==> config.mk <==
export PLATFORM = sky130hd
export DESIGN_NAME = acc_differentiator_flat
export DESIGN_NICKNAME = d
export VERILOG_FILES = /design/src/rtl/acc_pkg.sv /design/src/rtl/acc_differentiator_if.sv /design/src/rtl/acc_diff_delay.sv /design/src/rtl/acc_differentiator.sv /design/src/flat_wrapper.sv
export SDC_FILE = /design/constraint.sdc
export NUM_CORES = 1
export LEC_CHECK = 0
export ABC_AREA = 1
export CAP_MARGIN = 5
export CELL_PAD_IN_SITES_DETAIL_PLACEMENT = 2
export CELL_PAD_IN_SITES_GLOBAL_PLACEMENT = 2
export CORE_ASPECT_RATIO = 1.2
export CORE_MARGIN = 2
export CORE_UTILIZATION = 30
export CTS_CLUSTER_DIAMETER = 80
export CTS_CLUSTER_SIZE = 30
export DETAILED_ROUTE_END_ITERATION = 16
export PLACE_DENSITY_LB_ADDON = 0.1
export SLEW_MARGIN = 10
export SYNTH_ARGS = -nofsm -noshare
export SYNTH_HDL_FRONTEND = slang
export SYNTH_SLANG_ARGS = --single-unit
==> constraint.sdc <==
create_clock -name clk -period 3.1 [get_ports clk]
set_clock_uncertainty 0.2 [all_clocks]
set_input_delay 0.93 -clock clk [delete_from_list [all_inputs] [get_ports clk]]
set_output_delay 0.93 -clock clk [all_outputs]
set_load 0.01 [all_outputs]
==> src/rtl/acc_pkg.sv <==
`default_nettype none
// ============================================================================
// Module      : acc_pkg
// Description : Widths and saturation limits shared by the accumulator and
//               its differentiator.
// Revision    : 1.0 - initial release
// ============================================================================
package acc_pkg;

    localparam int ACC_W_IN  = 21;
    localparam int ACC_W_OUT = 13;

    localparam int ACC_SAT_MAX = (2 ** (ACC_W_OUT - 1)) - 1;
    localparam int ACC_SAT_MIN = -(2 ** (ACC_W_OUT - 1));

    function automatic int acc_sat_max(input int w_out);
        return (1 << (w_out - 1)) - 1;
    endfunction

    function automatic int acc_sat_min(input int w_out);
        return -(1 << (w_out - 1));
    endfunction

endpackage : acc_pkg
`default_nettype wire

==> src/rtl/acc_differentiator_if.sv <==
`default_nettype none
// ============================================================================
// Module      : acc_differentiator_if
// Description : Sample-in / difference-out bundle of the differentiator.
// Revision    : 1.0 - initial release
// ============================================================================
interface acc_differentiator_if
    import acc_pkg::*;
#(
    parameter int W_IN  = ACC_W_IN,
    parameter int W_OUT = ACC_W_OUT
);

    logic                    ce;
    logic signed [W_IN-1:0]  x;
    logic signed [W_OUT-1:0] y;
    logic                    y_valid;
    logic                    ovf;
    logic                    ovf_sticky;

    modport master (
        output ce,
        output x,
        input  y,
        input  y_valid,
        input  ovf,
        input  ovf_sticky
    );

    modport slave (
        input  ce,
        input  x,
        output y,
        output y_valid,
        output ovf,
        output ovf_sticky
    );

endinterface : acc_differentiator_if
`default_nettype wire

==> src/rtl/acc_diff_delay.sv <==
`default_nettype none
// ============================================================================
// Module      : acc_diff_delay
// Description : DEPTH-deep shift register of past samples; emits the oldest.
// Revision    : 1.0 - initial release
// ============================================================================
module acc_diff_delay #(
    parameter int W     = 21,
    parameter int DEPTH = 1
) (
    input  wire logic         clk,
    input  wire logic         rst,
    input  wire logic         en,
    input  wire logic [W-1:0] din,
    output logic      [W-1:0] dout
);

    logic [W-1:0] r_sr [DEPTH];

    always_ff @(posedge clk) begin
        if (rst) begin
            for (int i = 0; i < DEPTH; i++) begin
                r_sr[i] <= '0;
            end
        end else if (en) begin
            r_sr[0] <= din;
            for (int i = 1; i < DEPTH; i++) begin
                r_sr[i] <= r_sr[i-1];
            end
        end
    end

    assign dout = r_sr[DEPTH-1];

endmodule : acc_diff_delay
`default_nettype wire

==> src/rtl/acc_differentiator.sv <==
`default_nettype none
// ============================================================================
// Module      : acc_differentiator
// Description : Comb/decimator y = x[k] - x[k-M] with saturation, undoing the
//               running-sum accumulator (R=1, M=1) or forming a CIC comb.
// Revision    : 1.0 - initial release
// ============================================================================
module acc_differentiator
    import acc_pkg::*;
#(
    parameter int W_IN  = ACC_W_IN,
    parameter int W_OUT = ACC_W_OUT,
    parameter int R     = 1,
    parameter int M     = 1
) (
    input  wire logic           clk,
    input  wire logic           rst,
    acc_differentiator_if.slave bus
);

    localparam logic signed [W_IN-1:0] c_SAT_MAX = W_IN'(acc_sat_max(W_OUT));
    localparam logic signed [W_IN-1:0] c_SAT_MIN = W_IN'(acc_sat_min(W_OUT));

    generate
        if (R < 1) begin : g_chk_r
            $error("acc_differentiator: R must be >= 1");
        end
        if ((M < 1) || (M > 4)) begin : g_chk_m
            $error("acc_differentiator: M must be in 1..4");
        end
        if (W_IN < W_OUT) begin : g_chk_w
            $error("acc_differentiator: W_IN must be >= W_OUT");
        end
    endgenerate

    logic                    w_capture;
    logic signed [W_IN-1:0]  w_hist;
    logic signed [W_IN-1:0]  w_diff;
    logic                    w_hi;
    logic                    w_lo;
    logic                    w_ovf;
    logic signed [W_OUT-1:0] w_sat;

    logic signed [W_OUT-1:0] r_y;
    logic                    r_valid;
    logic                    r_ovf;
    logic                    r_sticky;

    // Decimation phase: a capture happens on the last enabled sample of each group of R.
    generate
        if (R == 1) begin : g_no_phase
            assign w_capture = bus.ce;
        end else begin : g_phase
            localparam int c_PH_W = $clog2(R);
            localparam logic [c_PH_W-1:0] c_PH_LAST = c_PH_W'(R - 1);

            logic [c_PH_W-1:0] r_phase;

            always_ff @(posedge clk) begin
                if (rst) begin
                    r_phase <= '0;
                end else if (bus.ce) begin
                    r_phase <= (r_phase == c_PH_LAST) ? '0 : r_phase + 1'b1;
                end
            end

            assign w_capture = bus.ce && (r_phase == c_PH_LAST);
        end
    endgenerate

    acc_diff_delay #(
        .W     (W_IN),
        .DEPTH (M)
    ) u_delay (
        .clk  (clk),
        .rst  (rst),
        .en   (w_capture),
        .din  (bus.x),
        .dout (w_hist)
    );

    // Modular subtraction makes accumulator wrap-around transparent.
    assign w_diff = bus.x - w_hist;
    assign w_hi   = (w_diff > c_SAT_MAX);
    assign w_lo   = (w_diff < c_SAT_MIN);
    assign w_ovf  = w_hi || w_lo;
    assign w_sat  = w_hi ? c_SAT_MAX[W_OUT-1:0] :
                    w_lo ? c_SAT_MIN[W_OUT-1:0] :
                           w_diff[W_OUT-1:0];

    always_ff @(posedge clk) begin
        if (rst) begin
            r_y      <= '0;
            r_valid  <= 1'b0;
            r_ovf    <= 1'b0;
            r_sticky <= 1'b0;
        end else begin
            r_valid <= w_capture;
            r_ovf   <= w_capture && w_ovf;
            if (w_capture) begin
                r_y      <= w_sat;
                r_sticky <= r_sticky || w_ovf;
            end
        end
    end

    assign bus.y          = r_y;
    assign bus.y_valid    = r_valid;
    assign bus.ovf        = r_ovf;
    assign bus.ovf_sticky = r_sticky;

endmodule : acc_differentiator
`default_nettype wire

==> src/flat_wrapper.sv <==
// flat-port wrapper written by rule: the top's interface ports become plain ports
module acc_differentiator_flat import acc_pkg::*;
#(
    parameter int W_IN  = ACC_W_IN,
    parameter int W_OUT = ACC_W_OUT,
    parameter int R     = 1,
    parameter int M     = 1
)
  (clk, rst, bus_ce, bus_x, bus_y, bus_y_valid, bus_ovf, bus_ovf_sticky);
  acc_differentiator_if #(.W_IN(W_IN), .W_OUT(W_OUT)) bus_i ();
  input  wire logic clk;
  input  wire logic rst;
  input wire logic [$bits(bus_i.ce)-1:0] bus_ce;
  input wire logic [$bits(bus_i.x)-1:0] bus_x;
  output wire logic [$bits(bus_i.y)-1:0] bus_y;
  output wire logic [$bits(bus_i.y_valid)-1:0] bus_y_valid;
  output wire logic [$bits(bus_i.ovf)-1:0] bus_ovf;
  output wire logic [$bits(bus_i.ovf_sticky)-1:0] bus_ovf_sticky;
  assign bus_i.ce = bus_ce;
  assign bus_i.x = bus_x;
  assign bus_y = bus_i.y;
  assign bus_y_valid = bus_i.y_valid;
  assign bus_ovf = bus_i.ovf;
  assign bus_ovf_sticky = bus_i.ovf_sticky;
  acc_differentiator #(.W_IN(W_IN), .W_OUT(W_OUT), .R(R), .M(M)) u_core (.clk(clk), .rst(rst), .bus(bus_i));
endmodule
## Word level (Yosys, flattened, before mapping)

Memories as Yosys holds them, arrays and structs flattened.
Cells that the tools add are included.

| operators by class | value |
|---|---|
| add/subtract/negate cells | 1 |
| $lt $le $gt $ge | 2 |
| mux-type cells | 9 |
| reduce and logical (&&, ||, !) cells | 4 |

Operators by type and width:

| kind | count |
|---|---|
| two-way mux 13 bit | 2 |
| greater-than comparator 21 x 13 -> 1 bit, second input constant | 1 |
| less-than comparator 21 x 13 -> 1 bit, second input constant | 1 |
| two-way mux 21 bit | 1 |
| OR reduction 21 bit | 1 |
| subtractor 21 bit | 1 |
| two-way mux 1 bit | 6 |
| logical OR 1 bit | 2 |
| logical AND 1 bit | 1 |

| word-level totals | value |
|---|---|
| register bits | 16 |
| RAM bits | 21 |
| input port bits | 24 |
| output and inout port bits | 16 |
| word-level logic and storage cells | 21 |
| memories | 1 |

Memories:

| name | depth | width | rd ports | clocked after memory_dff | wr ports | line | text |
|---|---|---|---|---|---|---|---|
| u_core.u_delay.r_sr | 1 | 21 | 1 | 0 | 1 | acc_diff_delay.sv:18 | `logic [W-1:0] r_sr [DEPTH];` |

## Longest topological paths before layout

| depth | value |
|---|---|
| depth in word-level cells | 5 |
| depth in mapped cells | 20 |
| depth with buffers taken out | 20 |

## Hierarchy

A second synthesis with hierarchy kept.

| second synthesis, totals | value |
|---|---|
| cell total of the unflattened synthesis | 460 |
| area total of the unflattened synthesis | 3100.5 um2 |

Modules (own cells, without submodules):

| module | times used | cells an instance | area an instance (um2) | sequential area each (um2) |
|---|---|---|---|---|
| acc_differentiator | 1 | 392 | 2213.4 | 320.3 |
| acc_diff_delay | 1 | 68 | 887.1 | 630.6 |

## Least setup slack after synthesis

No wires, ideal clock.

| timing | value |
|---|---|
| path type | input port to flip-flop |
| start | input bus_x[0] |
| end | register u_core.r_y[11] (netlist: u_core.bus.y[11]) |
| library setup time | 65 ps |
| data arrival time | 2724 ps |
| required time | 2835 ps |
| setup slack | 111 ps |
| cell stages on the path | 18 |
| buffers on the path | 1 |
| path through | inv_1 > ha_1 > fa_1 > inv_1 > nand2_1 > nand2_1 > and2_1 > nand3_1 > nand2_1 > nand2_1 > nand2_1 > nand3_1 > nor2_1 > nand2_1 > nand2_2 > buf_6 > nand3_1 > nand3_1 |

| between the ends | value |
|---|---|
| longest elaborated chain between the ends | 4 |
| elaborated cells on any way between the ends | 5 |
| classes of those cells | add/sub (1); order compare (2); mux (2) |

RTL lines:

| item | line | text |
|---|---|---|
| start, declared | flat_wrapper.sv:14 | `input wire logic [$bits(bus_i.x)-1:0] bus_x;` |
| subtractor 21 bit * | acc_differentiator.sv:83 | `assign w_diff = bus.x - w_hist;` |
| less-than comparator 21 x 13 -> 1 bit | acc_differentiator.sv:85 | `assign w_lo = (w_diff < c_SAT_MIN);` |
| two-way mux 13 bit | acc_differentiator.sv:88 | `w_lo ? c_SAT_MIN[W_OUT-1:0] :` |
| two-way mux 13 bit * | acc_differentiator.sv:87 | `assign w_sat = w_hi ? c_SAT_MAX[W_OUT-1:0] :` |
| end signal, assigned | acc_differentiator.sv:101 | `r_y <= w_sat;` |
| end, declared | acc_differentiator.sv:44 | `logic signed [W_OUT-1:0] r_y;` |

Mark *: on every way between the ends. The rest lies on a longest branch, timed or not.
A chain may end at the register's enable or synchronous reset.

## Worst setup path after layout

| timing | value |
|---|---|
| start | input bus_x[8] |
| end | register u_core.r_y[1] (netlist: u_core.bus.y[1]) |

Same word-level chain as after synthesis.

==> results <==
flip-flops by register name (all words and copies together) (netlist names):
signal,count
u_core.bus.y,13
u_core.u_delay.r_sr,21
u_core.bus.ovf_sticky,1
u_core.bus.ovf,1
u_core.bus.y_valid,1
cell families after synthesis:
family | Yosys count | share of synthesized area (%)
AO/OA/AOI/OAI | 20 | 3.74
XOR/XNOR | 12 | 3.87
AND/OR/NAND/NOR | 254 | 36.8
adder cells (fa/ha/maj) | 21 | 9.29
flip-flops | 37 | 32.7
buffers and inverters | 103 | 13.6
per-layer routing:
layer / routed length, um / share of wire [%] / GRT usage (%) / vias up
li1: - / - / - / 1603
met1: 6160 / 37 / 27.0 / 1759
met2: 8990 / 55 / 51.7 / 95
met3: 410 / 2.5 / 2.98 / 55
met4: 881 / 5.4 / 12.7 / 0
met5: 0 / 0 / 0 / -
final cells by class:
| type | instances | area (um2) |
|---|---|---|
| fillers | 1058 | 4690 |
| flip-flops and latches | 37 | 951 |
| multi-input cells | 308 | 2240 |
| well taps | 123 | 154 |
| clock inverters | 2 | 10.0 |
| repair buffers | 115 | 922 |
| clock buffers | 6 | 129 |
| inverters | 98 | 368 |
metrics by stage:
stage / setup slack [ns] / total power, mW
after CTS: 0.0252 / 2.08
after floorplan: 0.111 / 1.04
after global routing: -0.216 / 2.43
after detailed placement: -0.734 / 1.43
final: -0.126 / 2.32
after global placement: -0.508 / 1.39
power by group through the flow:
stage | Sequential (mW) | Clock (mW) | Combinational (mW)
floorplan | 0.635 | 0 | 0.405
global placement | 0.616 | 0 | 0.771
detailed placement | 0.620 | 0 | 0.807
CTS | 0.610 | 0.520 | 0.948
global route | 0.623 | 0.543 | 1.27
finish | 0.618 | 0.513 | 1.19
worst max path at each step:
stage              from               endpoint  slack (ns)  cells past startpoint
5_1_grt        bus_x[4]        u_core.bus.y[1]       -0.22                     19
2_1_floorplan  bus_x[0]       u_core.bus.y[11]        0.11                     18
3_3_place_gp   bus_x[0]  u_core.bus.ovf_sticky       -0.51                     20
6_report       bus_x[8]        u_core.bus.y[1]       -0.13                     19
3_5_place_dp   bus_x[0]  u_core.bus.ovf_sticky       -0.73                     19
4_1_cts        bus_x[0]  u_core.bus.ovf_sticky        0.03                     20
repair_timing:
action                                 4_1_cts  5_1_grt
gates cloned                                 1        0
buffers inserted                            11        8
hold buffers                                 0        0
setup endpoints to repair                   15       15
pin swaps                                   15       35
endpoints found under the hold margin        0        0
resized for setup                           82      106
worst register-to-register path, cell delays in order (launching register included):
cell	delay, ns
edfxtp_1	0.45
ha_4	0.21
fa_2	0.35
inv_2	0.08
nand2_1	0.07
nand2_1	0.11
nand3_1	0.11
nand2_2	0.11
nand2_2	0.07
nand2_2	0.11
a21oi_4	0.07
xor2_2	0.29
inv_2	0.18
buf_4	0.18
nand2_1	0.07
a21oi_1	0.07
placed cells by master, fill, tap and decap left out, types with 10 or more instances in the layout:
cell type,instances
nand3_2,12
edfxtp_1,21
nand2_4,11
buf_4,76
nand2_1,96
clkdlybuf4s50_1,20
inv_1,80
nand3_1,33
nand2_2,42
a21oi_2,10
inv_2,18
nor2_2,11
dfxtp_1,16
ha_4,19
dlygate4sd2_1,11
nor2_1,29
==> impl_metrics.tcl <==
set metrics [dict create \
    status "complete, but fails checks" \
    failed_checks "negative setup slack" \
    grt_pass1_vias 3926 \
    dp_hpwl_mm 8.40 \
    grt_max_degree 22 \
    crit_arrival_ns 3.21 \
    cts_buffers 5 \
    synthCells 447 \
    yosysTopAreaCellShare_pct 21.7 \
    dp_cells 661 \
    clock_sinks 37 \
    drt_iter0_drc 115 \
    antenna_found_initial 0 \
    cts_tree "built" \
    crit_type "in -> reg" \
    viasPerCell 5.10 \
    critPathRequiredTime_ns 3.08 \
    worst_slack_ns -0.126 \
    synth-seq-cells 37 \
    grt_usage_pct 26.4 \
    postLayoutCoreUtil_pct 50.4 \
    internal-power_mw 1.38 \
    synth_most_common_cell "nand2_1" \
    period_share_pct 104 \
    whs_ns 0.260 \
    clk_latency_ns 0.29 \
    grt.overflow.total 0 \
    rsz0062_at_grt "yes" \
    netlist_area_um2 2910 \
    place_congestion 0.827 \
    synth_common_cells "nand2_1 (141), inv_1 (96), nand3_1 (48), nor2_1 (44), edfxtp_1 (21)" \
    cp_max_fo 4 \
    drc 0 \
    relSlewSlack_pct 63.5 \
    whs_path_depth 2 \
    drive_above_1_share_pct 40.5 \
    area_growth_syn_to_layout_pct 64.1 \
    tightest_slew_ns 0.547 \
    dieArea_um2 10500 \
    r2r-end "u_core.bus.y[12]" \
    initial_core_util_pct 30.7 \
    switching_share_pct 40.7 \
    synth_largest_area_cell "edfxtp_1" \
    clock_power_share_pct 22.1 \
    avgSynthCellArea_um2 6.51 \
    vias 3512 \
    vdd_drop_max_mv 0.205 \
    wl_per_cell_um 23.9 \
    power.sequential.fraction_pct 26.6 \
    synth-edff-count 21 \
    fin_cells 689 \
    path_buf_inv 3 \
    postPlaceCellArea_um2 3850 \
    chipHeight_um 112 \
    setup_tns_ns -1.05 \
    hold_violations 0 \
    antenna_cells 0 \
    cts.clk_slew.worst_paths_ns 0.06 \
    fp-row-count 39 \
    synth_flop_cell "edfxtp_1" \
    yosys_warnings 0 \
    core_area_um2 9470 \
    path_delay_family "simple AND/OR/NAND/NOR gates" \
    finalMaxSlewViolations 0 \
    htree_levels 2 \
    root_buffer "clkbuf_16" \
    start_kind "input port" \
    p_per_area_nw_per_um2 486 \
    ant_nets 0 \
    slowest_stage "ha_4" \
    maxCapViolCount 0 \
    fin_nets 610 \
    leakage_nw 2.37 \
    synth_cell_types 28 \
    drt_wl_total_mm 16.4 \
    clockBufferDepth 2 \
    portBuffers 39 \
    rrSetupSlack_ns 0.25 \
    die_x_um 93.9 \
    fin_crit_ns 3.23 \
    fin_area_um2 4770 \
    grt_pass1_wl_mm 21.1 \
    synthArstFlopShare_pct 0 \
    holdCritPathClass "reg -> reg" \
    crit_top_cell "nand2_1" \
    firstDrtPassIters 4 \
    pwr-share-comb_pct 51.3 \
    synthesis.nets 492 \
    yosysSeqAreaShare_pct 32.7 \
    r2r.worst_path.cells 15 \
    hold_start "u_core.bus.y[0]" \
    r2r-start "u_core.u_delay.r_sr[0][0]" \
    min_to "u_core.bus.y[0]" \
    setup.worst_path.end_class "flop" \
    fmax_ghz 0.310 \
    slowest_delay_ns 0.32 \
    setup_viol 15 \
    io-pin-count 40 \
    synthTopCellsByArea "edfxtp_1 (22%), nand2_1 (18%), inv_1 (12%)" \
    p_switching_mw 0.944 \
    crit_chain "dlygate4sd2_1, ha_4, nand2_4, inv_2, nand2_1, nand2_1, inv_1, nand3_2, nand2_2, nand2_2, nand2_1, nand2_1, nand2_1, nor2_2, nand2_2, nand2_4, nand2_1, nand2_1, nand2_1" \
]
Power figures use the tool's default switching activity.
